--- src/rtl/pio_pkg.sv ---
// Shared constants and types for the PIO clock-divider block.
//   NUM_SM         number of state-machine divider channels
//   DIV_W          divisor width (16 integer + 8 fractional bits)
//   DIV_FRAC_W     fractional bits of the divisor
//   DIV_ONE        divisor value 1.0, also the per-cycle accumulator step
//   DIV_FAST_LIMIT divisors below this (2.0) strobe every enabled cycle
package pio_pkg;

    localparam int unsigned NUM_SM     = 4;
    localparam int unsigned DIV_W      = 24;
    localparam int unsigned DIV_FRAC_W = 8;

    typedef logic [DIV_W-1:0] div_t;

    localparam div_t DIV_ONE        = 24'h000100;
    localparam div_t DIV_FAST_LIMIT = 24'h000200;

endpackage

--- src/rtl/pio_clkdiv_chan.sv ---
// One 16.8 fractional divider channel producing a registered penable strobe.
//   clk, reset_n  clock and synchronous active-low reset
//   en            channel enable (counts while high)
//   clear         restart: zero the phase, cancel strobe, apply staged divisor
//   load          divisor write for this channel
//   load_div      divisor value for load
//   penable       registered step strobe
//   pending       a written divisor is staged and waits for the next wrap
module pio_clkdiv_chan
    import pio_pkg::*;
#(
    parameter div_t RESET_DIV = DIV_ONE
) (
    input  logic clk,
    input  logic reset_n,
    input  logic en,
    input  logic clear,
    input  logic load,
    input  div_t load_div,
    output logic penable,
    output logic pending
);

    localparam int unsigned SUM_W = DIV_W + 1;

    div_t             acc;
    div_t             active_div;
    div_t             staged_div;
    logic [SUM_W-1:0] sum_c;
    logic             fast_c;
    logic             wrap_c;

    // Wrap detection; fast mode wraps on every enabled cycle.
    always_comb begin
        fast_c = (active_div < DIV_FAST_LIMIT);
        sum_c  = SUM_W'(acc) + SUM_W'(DIV_ONE);
        wrap_c = en && (fast_c || (sum_c >= SUM_W'(active_div)));
    end

    // Accumulator, divisor staging and strobe register.
    always_ff @(posedge clk) begin
        if (!reset_n) begin
            acc        <= '0;
            active_div <= RESET_DIV;
            staged_div <= RESET_DIV;
            pending    <= 1'b0;
            penable    <= 1'b0;
        end else if (clear) begin
            acc     <= '0;
            penable <= 1'b0;
            pending <= 1'b0;
            // A same-cycle write beats the staged value.
            if (load) begin
                active_div <= load_div;
            end else if (pending) begin
                active_div <= staged_div;
            end
        end else begin
            penable <= wrap_c;
            if (en) begin
                if (fast_c) begin
                    acc <= '0;
                end else if (wrap_c) begin
                    acc <= DIV_W'(sum_c - SUM_W'(active_div));
                end else begin
                    acc <= DIV_W'(sum_c);
                end
            end
            // Staged divisor switches in only at a strobe boundary.
            if (wrap_c && pending) begin
                active_div <= staged_div;
                pending    <= 1'b0;
            end
            // A write this cycle stages for the following wrap (last write wins).
            if (load) begin
                if (en) begin
                    staged_div <= load_div;
                    pending    <= 1'b1;
                end else begin
                    active_div <= load_div;
                    pending    <= 1'b0;
                end
            end
        end
    end

endmodule

--- src/rtl/pio_clkdiv_ctrl.sv ---
// Clock-divider controller: host write decode, enable mask, NUM_SM channels.
//   clk, reset_n  clock and synchronous active-low reset
//   div_wr        divisor write strobe, div_sel selects channel, div_data value
//   en_wr         enable-mask write strobe, en_data new mask (applied at once)
//   restart       per-channel phase restart strobes
//   penable       registered per-channel step strobes
//   div_pending   per-channel staged-divisor flags
//   en_state      current enable mask
module pio_clkdiv_ctrl #(
    parameter int unsigned      NUM_SM    = 4,
    parameter int unsigned      DIV_W     = 24,
    parameter logic [DIV_W-1:0] RESET_DIV = 24'h000100
) (
    input  logic                      clk,
    input  logic                      reset_n,
    input  logic                      div_wr,
    input  logic [$clog2(NUM_SM)-1:0] div_sel,
    input  logic [DIV_W-1:0]          div_data,
    input  logic                      en_wr,
    input  logic [NUM_SM-1:0]         en_data,
    input  logic [NUM_SM-1:0]         restart,
    output logic [NUM_SM-1:0]         penable,
    output logic [NUM_SM-1:0]         div_pending,
    output logic [NUM_SM-1:0]         en_state
);

    import pio_pkg::*;

    localparam int unsigned SEL_W = $clog2(NUM_SM);

    logic [NUM_SM-1:0] load_c;

    // Enable mask: every bit changes on the same edge.
    always_ff @(posedge clk) begin
        if (!reset_n) begin
            en_state <= '0;
        end else if (en_wr) begin
            en_state <= en_data;
        end
    end

    for (genvar i = 0; i < NUM_SM; i++) begin : g_chan
        assign load_c[i] = div_wr && (div_sel == SEL_W'(i));

        pio_clkdiv_chan #(
            .RESET_DIV (RESET_DIV)
        ) u_chan (
            .clk      (clk),
            .reset_n  (reset_n),
            .en       (en_state[i]),
            .clear    (restart[i]),
            .load     (load_c[i]),
            .load_div (div_data),
            .penable  (penable[i]),
            .pending  (div_pending[i])
        );
    end

endmodule

--- config.mk ---
export PLATFORM = sky130hd
export DESIGN_NAME = pio_clkdiv_ctrl
export DESIGN_NICKNAME = d
export VERILOG_FILES = /design/src/rtl/pio_pkg.sv /design/src/rtl/pio_clkdiv_chan.sv /design/src/rtl/pio_clkdiv_ctrl.sv
export SDC_FILE = /design/constraint.sdc
export NUM_CORES = 1
export LEC_CHECK = 0
export ABC_AREA = 1
export ABC_CLOCK_PERIOD_IN_PS = 4100
export BUFFER_PORTS_ARGS = -buffer_cell sky130_fd_sc_hd__buf_2
export CELL_PAD_IN_SITES_DETAIL_PLACEMENT = 0
export CELL_PAD_IN_SITES_GLOBAL_PLACEMENT = 1
export CORE_ASPECT_RATIO = 0.7
export CORE_MARGIN = 2
export CORE_UTILIZATION = 35
export DETAILED_ROUTE_END_ITERATION = 7
export PLACE_DENSITY_LB_ADDON = 0.1
export SLEW_MARGIN = 20
export SYNTH_ARGS = -nofsm -noshare
export SYNTH_HDL_FRONTEND = slang
export SYNTH_SLANG_ARGS = --single-unit
--- constraint.sdc ---
create_clock -name clk -period 4.1 [get_ports clk]
set_clock_uncertainty 0.2 [all_clocks]
set_input_delay 0.615 -clock clk [delete_from_list [all_inputs] [get_ports clk]]
set_output_delay 0.615 -clock clk [all_outputs]
set_load 0.005 [all_outputs]
## Word-level counts from Yosys, hierarchy flattened

Index checks and enable logic that the tools add are counted.

- Register bits after elaboration: 300
- Bits of input ports: 38
- Output and inout port bits: 12

- Add/sub/neg operators: 8
- Order comparisons: 8
- Eq/ne operators: 7
- Muxes and demuxes: 44
- Bitwise gates (word level): 5
- Reduce and logical (&&, ||, !) cells: 29

Operators by type and width:

| kind | count |
|---|---|
| $mux 24 | 32 |
| $add 24x9->25 const B | 4 |
| $ge 25x24->1 | 4 |
| $lt 24x10->1 const B | 4 |
| $sub 24x24->24 | 4 |
| $logic_and 1x1->1 | 12 |
| $mux 1 | 12 |
| $ne 3x1->1 const B | 4 |
| $reduce_and 3->1 | 4 |
| $reduce_bool 2->1 | 4 |
| $reduce_or 2->1 | 4 |
| $not 1->1 | 5 |
| $eq 2x2->1 const B | 2 |
| $logic_or 1x1->1 | 4 |
| $eq 2x1->1 const B | 1 |
| $logic_not 2->1 | 1 |

## Depth between registers and ports, before layout

- Word-level depth: 9
- Depth in mapped cells: 28
- Depth with buffers taken out: 27

## Cells and area by module

From an unflattened synthesis, not the netlist that was laid out.

- Cell total of the unflattened synthesis: 3721
- Area, all modules: 23482.5 um^2

By module, submodules not included:

| module | times used | cells an instance | area an instance (um^2) | seq. area each (um^2) |
|---|---|---|---|---|
| pio_clkdiv_chan (g_chan[0].u_chan ...) | 3 | 923 | 5826.8 | 1481.4 |
| pio_clkdiv_chan (g_chan[3].u_chan) | 1 | 920 | 5804.3 | 1481.4 |
| pio_clkdiv_ctrl | 1 | 32 | 197.7 | 80.1 |

## Worst setup path before layout

Ideal clock, no wire load.

- Kind: register -> register
- Start: register g_chan[0].u_chan.acc[8]
- End: register g_chan[0].u_chan.active_div[8]
- Library setup time: 113 ps
- Arrival: 3102 ps
- Slack: 685 ps
- Cell stages (with the launch flop): 27
- Path buffers: 1
- Period minus slack after synthesis: 3415 ps
- Path through: dfxtp_1 > ha_1 > nand2_1 > nor2_1 > inv_1 > nor2_1 > inv_1 > nor3_2 > nand2_1 > or3_1 > nand2_1 > ha_1 > a21oi_1 > o21bai_1 > a21oi_1 > nand3_1 > nor2_2 > nand3_2 > nand3_2 > buf_4 > nand2_1 > nand3_1 > nand2_1 > nand2_1 > nand2_1 > nand2_1 > nand2_1

- Longest elaborated chain between the ends: 9

RTL lines:

| item | RTL line | RTL |
|---|---|---|
| from (decl) | pio_clkdiv_chan.sv:26 | `div_t acc;` |
| from (signal assigned) | pio_clkdiv_chan.sv:64 | `acc <= DIV_W'(sum_c - SUM_W'(active_div));` |
| from (signal assigned) | pio_clkdiv_chan.sv:66 | `acc <= DIV_W'(sum_c);` |
| $add 24x9->25 (*) | pio_clkdiv_chan.sv:36 | `sum_c = SUM_W'(acc) + SUM_W'(DIV_ONE);` |
| $ge 25x24->1 (*) | pio_clkdiv_chan.sv:37 | `wrap_c = en && (fast_c \|\| (sum_c >= SUM_W'(active_div)));` |
| $logic_or 1x1->1 (*) | pio_clkdiv_chan.sv:37 |  |
| $logic_and 1x1->1 (*) | pio_clkdiv_chan.sv:37 |  |
| $logic_and 1x1->1 (*) | pio_clkdiv_chan.sv:70 | `if (wrap_c && pending) begin` |
| $mux 24 (*) | pio_clkdiv_chan.sv:70 |  |
| $mux 24 | pio_clkdiv_chan.sv:76 | `if (en) begin` |
| $mux 24 (*) | pio_clkdiv_chan.sv:75 | `if (load) begin` |
| $mux 24 (*) | pio_clkdiv_chan.sv:48 | `end else if (clear) begin` |
| to (signal assigned) | pio_clkdiv_chan.sv:54 | `active_div <= load_div;` |
| to (signal assigned) | pio_clkdiv_chan.sv:71 | `active_div <= staged_div;` |
| to (signal assigned) | pio_clkdiv_chan.sv:80 | `active_div <= load_div;` |
| to (decl) | pio_clkdiv_chan.sv:27 | `div_t active_div;` |

Mark *: on every way between the ends. The rest lies on a longest branch, timed or not.
A chain may end at the register's enable or synchronous reset.

## Worst setup path in the final report

- Start: register g_chan[0].u_chan.acc[10]
- End: register g_chan[0].u_chan.active_div[16]

The elaborated chain is that of the path after synthesis.

==> results.json <==
{
  "synth_edf_count": 0,
  "max_freq_mhz": 260,
  "syn_to_final_growth_pct": 12.6,
  "synth_cell_types": 48,
  "fin_crit_ns": 3.85,
  "antenna_found_initial": 1,
  "power_frac_seq": 0.354,
  "drcViolationCount": 0,
  "grt_pass1_vias": 21712,
  "synth_cells": 3558,
  "power.leakage_uw": 0.0115,
  "dieArea_um2": 65300,
  "synth-async-reset-ratio": 0,
  "synth_fa_ha_area_frac": 0.0602,
  "powerDensity_nw_per_um2": 349,
  "outcome": "completed",
  "synth-compound-area-share": 0.251,
  "nets": 3678,
  "ys_warn_count": 0,
  "chipWidth_um": 305,
  "synth_area_leader_cell": "dfxtp_1",
  "total_power_uw": 8700,
  "hold_viol": 0,
  "synth_commonest_cells": "811 x nand2_1, 505 x a21oi_1, 388 x o21ai_0",
  "synthXorXnorAreaFrac": 0.0428,
  "numClockSinks": 300,
  "synth_largest_type_area_fraction": 0.271,
  "tns_ns": 0,
  "row_count": 77,
  "wl_mm": 85.0,
  "dp.final_hpwl_mm": 59.7,
  "place.gp.congestion": 0.891,
  "final_util": 0.397,
  "worst_ep_required_time_ns": 4.39,
  "cp-end-kind": "flip-flop",
  "hold_buffers": 0,
  "synthMuxAreaShare": 0,
  "first_iter_violations": 2215,
  "worst_pin_slew_ns": 1.07,
  "synthFlopType": "dfxtp_1",
  "synth-simple-area-share": 0.267,
  "start_util": 0.352,
  "arrival_ns": 4.14,
  "cts_inserted_buffers": 38,
  "clockBufferDepth": 3,
  "synth-seq-cells": 300,
  "layout-drive-gt1-share": 0.0876,
  "finalCritPeriodShare": 0.939,
  "internal-power_uw": 5720,
  "detail_route.wl_per_cell_um": 19.4,
  "crit_path_max_fanout": 10,
  "core_area_um2": 62800,
  "setup_violations": 0,
  "critPathKind": "flip-flop to flip-flop",
  "pwr-share-comb": 0.241,
  "syn_area_um2": 22100,
  "grtUsageTotal": 0.252,
  "grt_pass1_wl_mm": 130,
  "final_area_um2": 24900,
  "cts_tree": "yes",
  "cap_violations": 0,
  "yosysMostFrequentCell": "nand2_1",
  "ios": 50,
  "gr-total-overflow": 0,
  "ant_nets": 0,
  "slew_headroom": 0.286,
  "ir_drop_mv": 0.226,
  "port_buffers": 49,
  "place_area_um2": 23200,
  "path_clk_slew_ns": 0.06,
  "seq_area_um2": 6010,
  "p_sw_frac": 0.342,
  "hold_class": "primary input to flip-flop",
  "grt_max_degree": 198,
  "htreeDepth": 2,
  "synth.avg_cell_area_um2": 6.22,
  "nFillCells": 6817,
  "clk_latency_ns": 0.58,
  "synth_top_family_by_area": "simple AND/OR/NAND/NOR gates",
  "rsz0062_at_grt": "true",
  "diodes": 0,
  "synth_area_leaders": "dfxtp_1 27%, nand2_1 14%, a21oi_1 11%",
  "firstDrtPassIters": 6,
  "vias": 23549,
  "slew_viol_final": 0,
  "multiInputGateArea_um2": 14000,
  "cts_root_buffer": "clkbuf_16",
  "critPathLaunchType": "flip-flop",
  "via_per_inst": 5.37,
  "p_clk_frac": 0.405,
  "synth_seq_area_share": 0.271,
  "power_switching_uw": 2980,
  "syn-num-nets": 3700,
  "die_h_um": 214
}
==> metal layers <==
layer  global-route usage  part of all wire  up-vias
met3               0.0447             0.072      102
met4               0.0564             0.020        0
met2                0.358              0.40      725
met5                    0                 0        -
li1                     -                 -    11730
met1                0.388              0.51    10992
==> kinds of logic (layout without fill, tap and decap cells) <==
kind of cell / Yosys count / count (layout)
compound gates: 1047 / 1047
xor+xnor: 108 / 108
fa+ha+maj: 104 / 104
buf+inv: 601 / 602
flops: 300 / 300
simple gates: 1398 / 1399
==> worst max-delay path, stage by stage, from the launching register on <==
cell	delay [ns]
dfxtp_2	0.36
nand3_2	0.11
inv_1	0.09
nand3_2	0.11
nor2_2	0.17
nand3_2	0.14
nor3_4	0.26
buf_4	0.14
nand4_1	0.08
xor2_1	0.20
inv_1	0.08
ha_1	0.31
inv_1	0.11
nor3_2	0.20
nand4_1	0.14
nand3_1	0.12
nor2_2	0.05
nand3_4	0.12
nand3_4	0.12
clkbuf_16	0.21
nand2_1	0.07
nand2_1	0.05
o21bai_1	0.15
nand2_1	0.06
a21oi_1	0.14
==> per-stage QoR <==
stage               std cells  hold WS [ns]  worst slack, ns
finish                   4389         0.124            0.249
global route             4389         0.110          -0.0849
CTS                      4370         0.100          0.00944
detailed placement       4306         0.256        -0.000284
global placement         4306         0.251           0.0472
floorplan                3558         0.244            0.685
==> timing repair <==
item                                    4_1_cts  5_1_grt
gates cloned                                  0        5
setup buffers                                 0       14
resized for setup                             1       63
endpoints found under the setup margin        2      175
pin swaps                                     0       11
==> area by class of cell <==
type                    instances  area share
well taps                     829      0.0416
clock buffers                  52      0.0460
inverters                     411      0.0622
clock inverters                12     0.00467
multi-input cells            2658       0.563
flip-flops and latches        300       0.241
repair buffers                127      0.0408
==> power groups by stage <==
stage	sequential (uW)	combinational [uW]	clock [uW]
after floorplan	3120	1410	0
after global placement	3140	2020	0
after detailed placement	3150	2020	0
after CTS	3080	2030	3610
after global routing	3100	2340	3730
final	3080	2100	3520
==> registers in the layout (all words and copies together) (netlist names) <==
name                      count
g_chan.u_chan.active_div     96
g_chan.u_chan.staged_div     96
g_chan.u_chan.acc            96
en_state                      4
g_chan.u_chan.penable         4
g_chan.u_chan.pending         4
==> worst paths after layout <==
path | cells past startpoint | slack [ns] | to | start
max | 24 | 0.25 | g_chan[0].u_chan.active_div[16]$_SDFFE_PN0P_ | g_chan[0].u_chan.acc[10]$_SDFFE_PP0P_
min | 3 | 0.12 | en_state[2]$_SDFFE_PN0P_ | en_data[2]
max reg2reg | 24 | 0.25 | g_chan[0].u_chan.active_div[16]$_SDFFE_PN0P_ | g_chan[0].u_chan.acc[10]$_SDFFE_PP0P_
min reg2reg | 2 | 0.27 | g_chan[3].u_chan.acc[4]$_SDFFE_PP0P_ | g_chan[3].u_chan.acc[4]$_SDFFE_PP0P_
==> layout by cell type (no fill, tap or decap), types with 42 or more instances in the layout <==
cell | Yosys | routed
o21ai_0 | 388 | 386
inv_1 | 382 | 381
nand2_1 | 811 | 808
clkbuf_16 | 0 | 42
ha_1 | 100 | 94
xnor2_1 | 43 | 43
dfxtp_1 | 300 | 293
buf_4 | 14 | 63
nor2_1 | 261 | 247
a21oi_1 | 505 | 500
buf_2 | 33 | 48
nand4_1 | 71 | 71
nand3_1 | 169 | 164
xor2_1 | 65 | 63
Power figures use the tool's default switching activity.
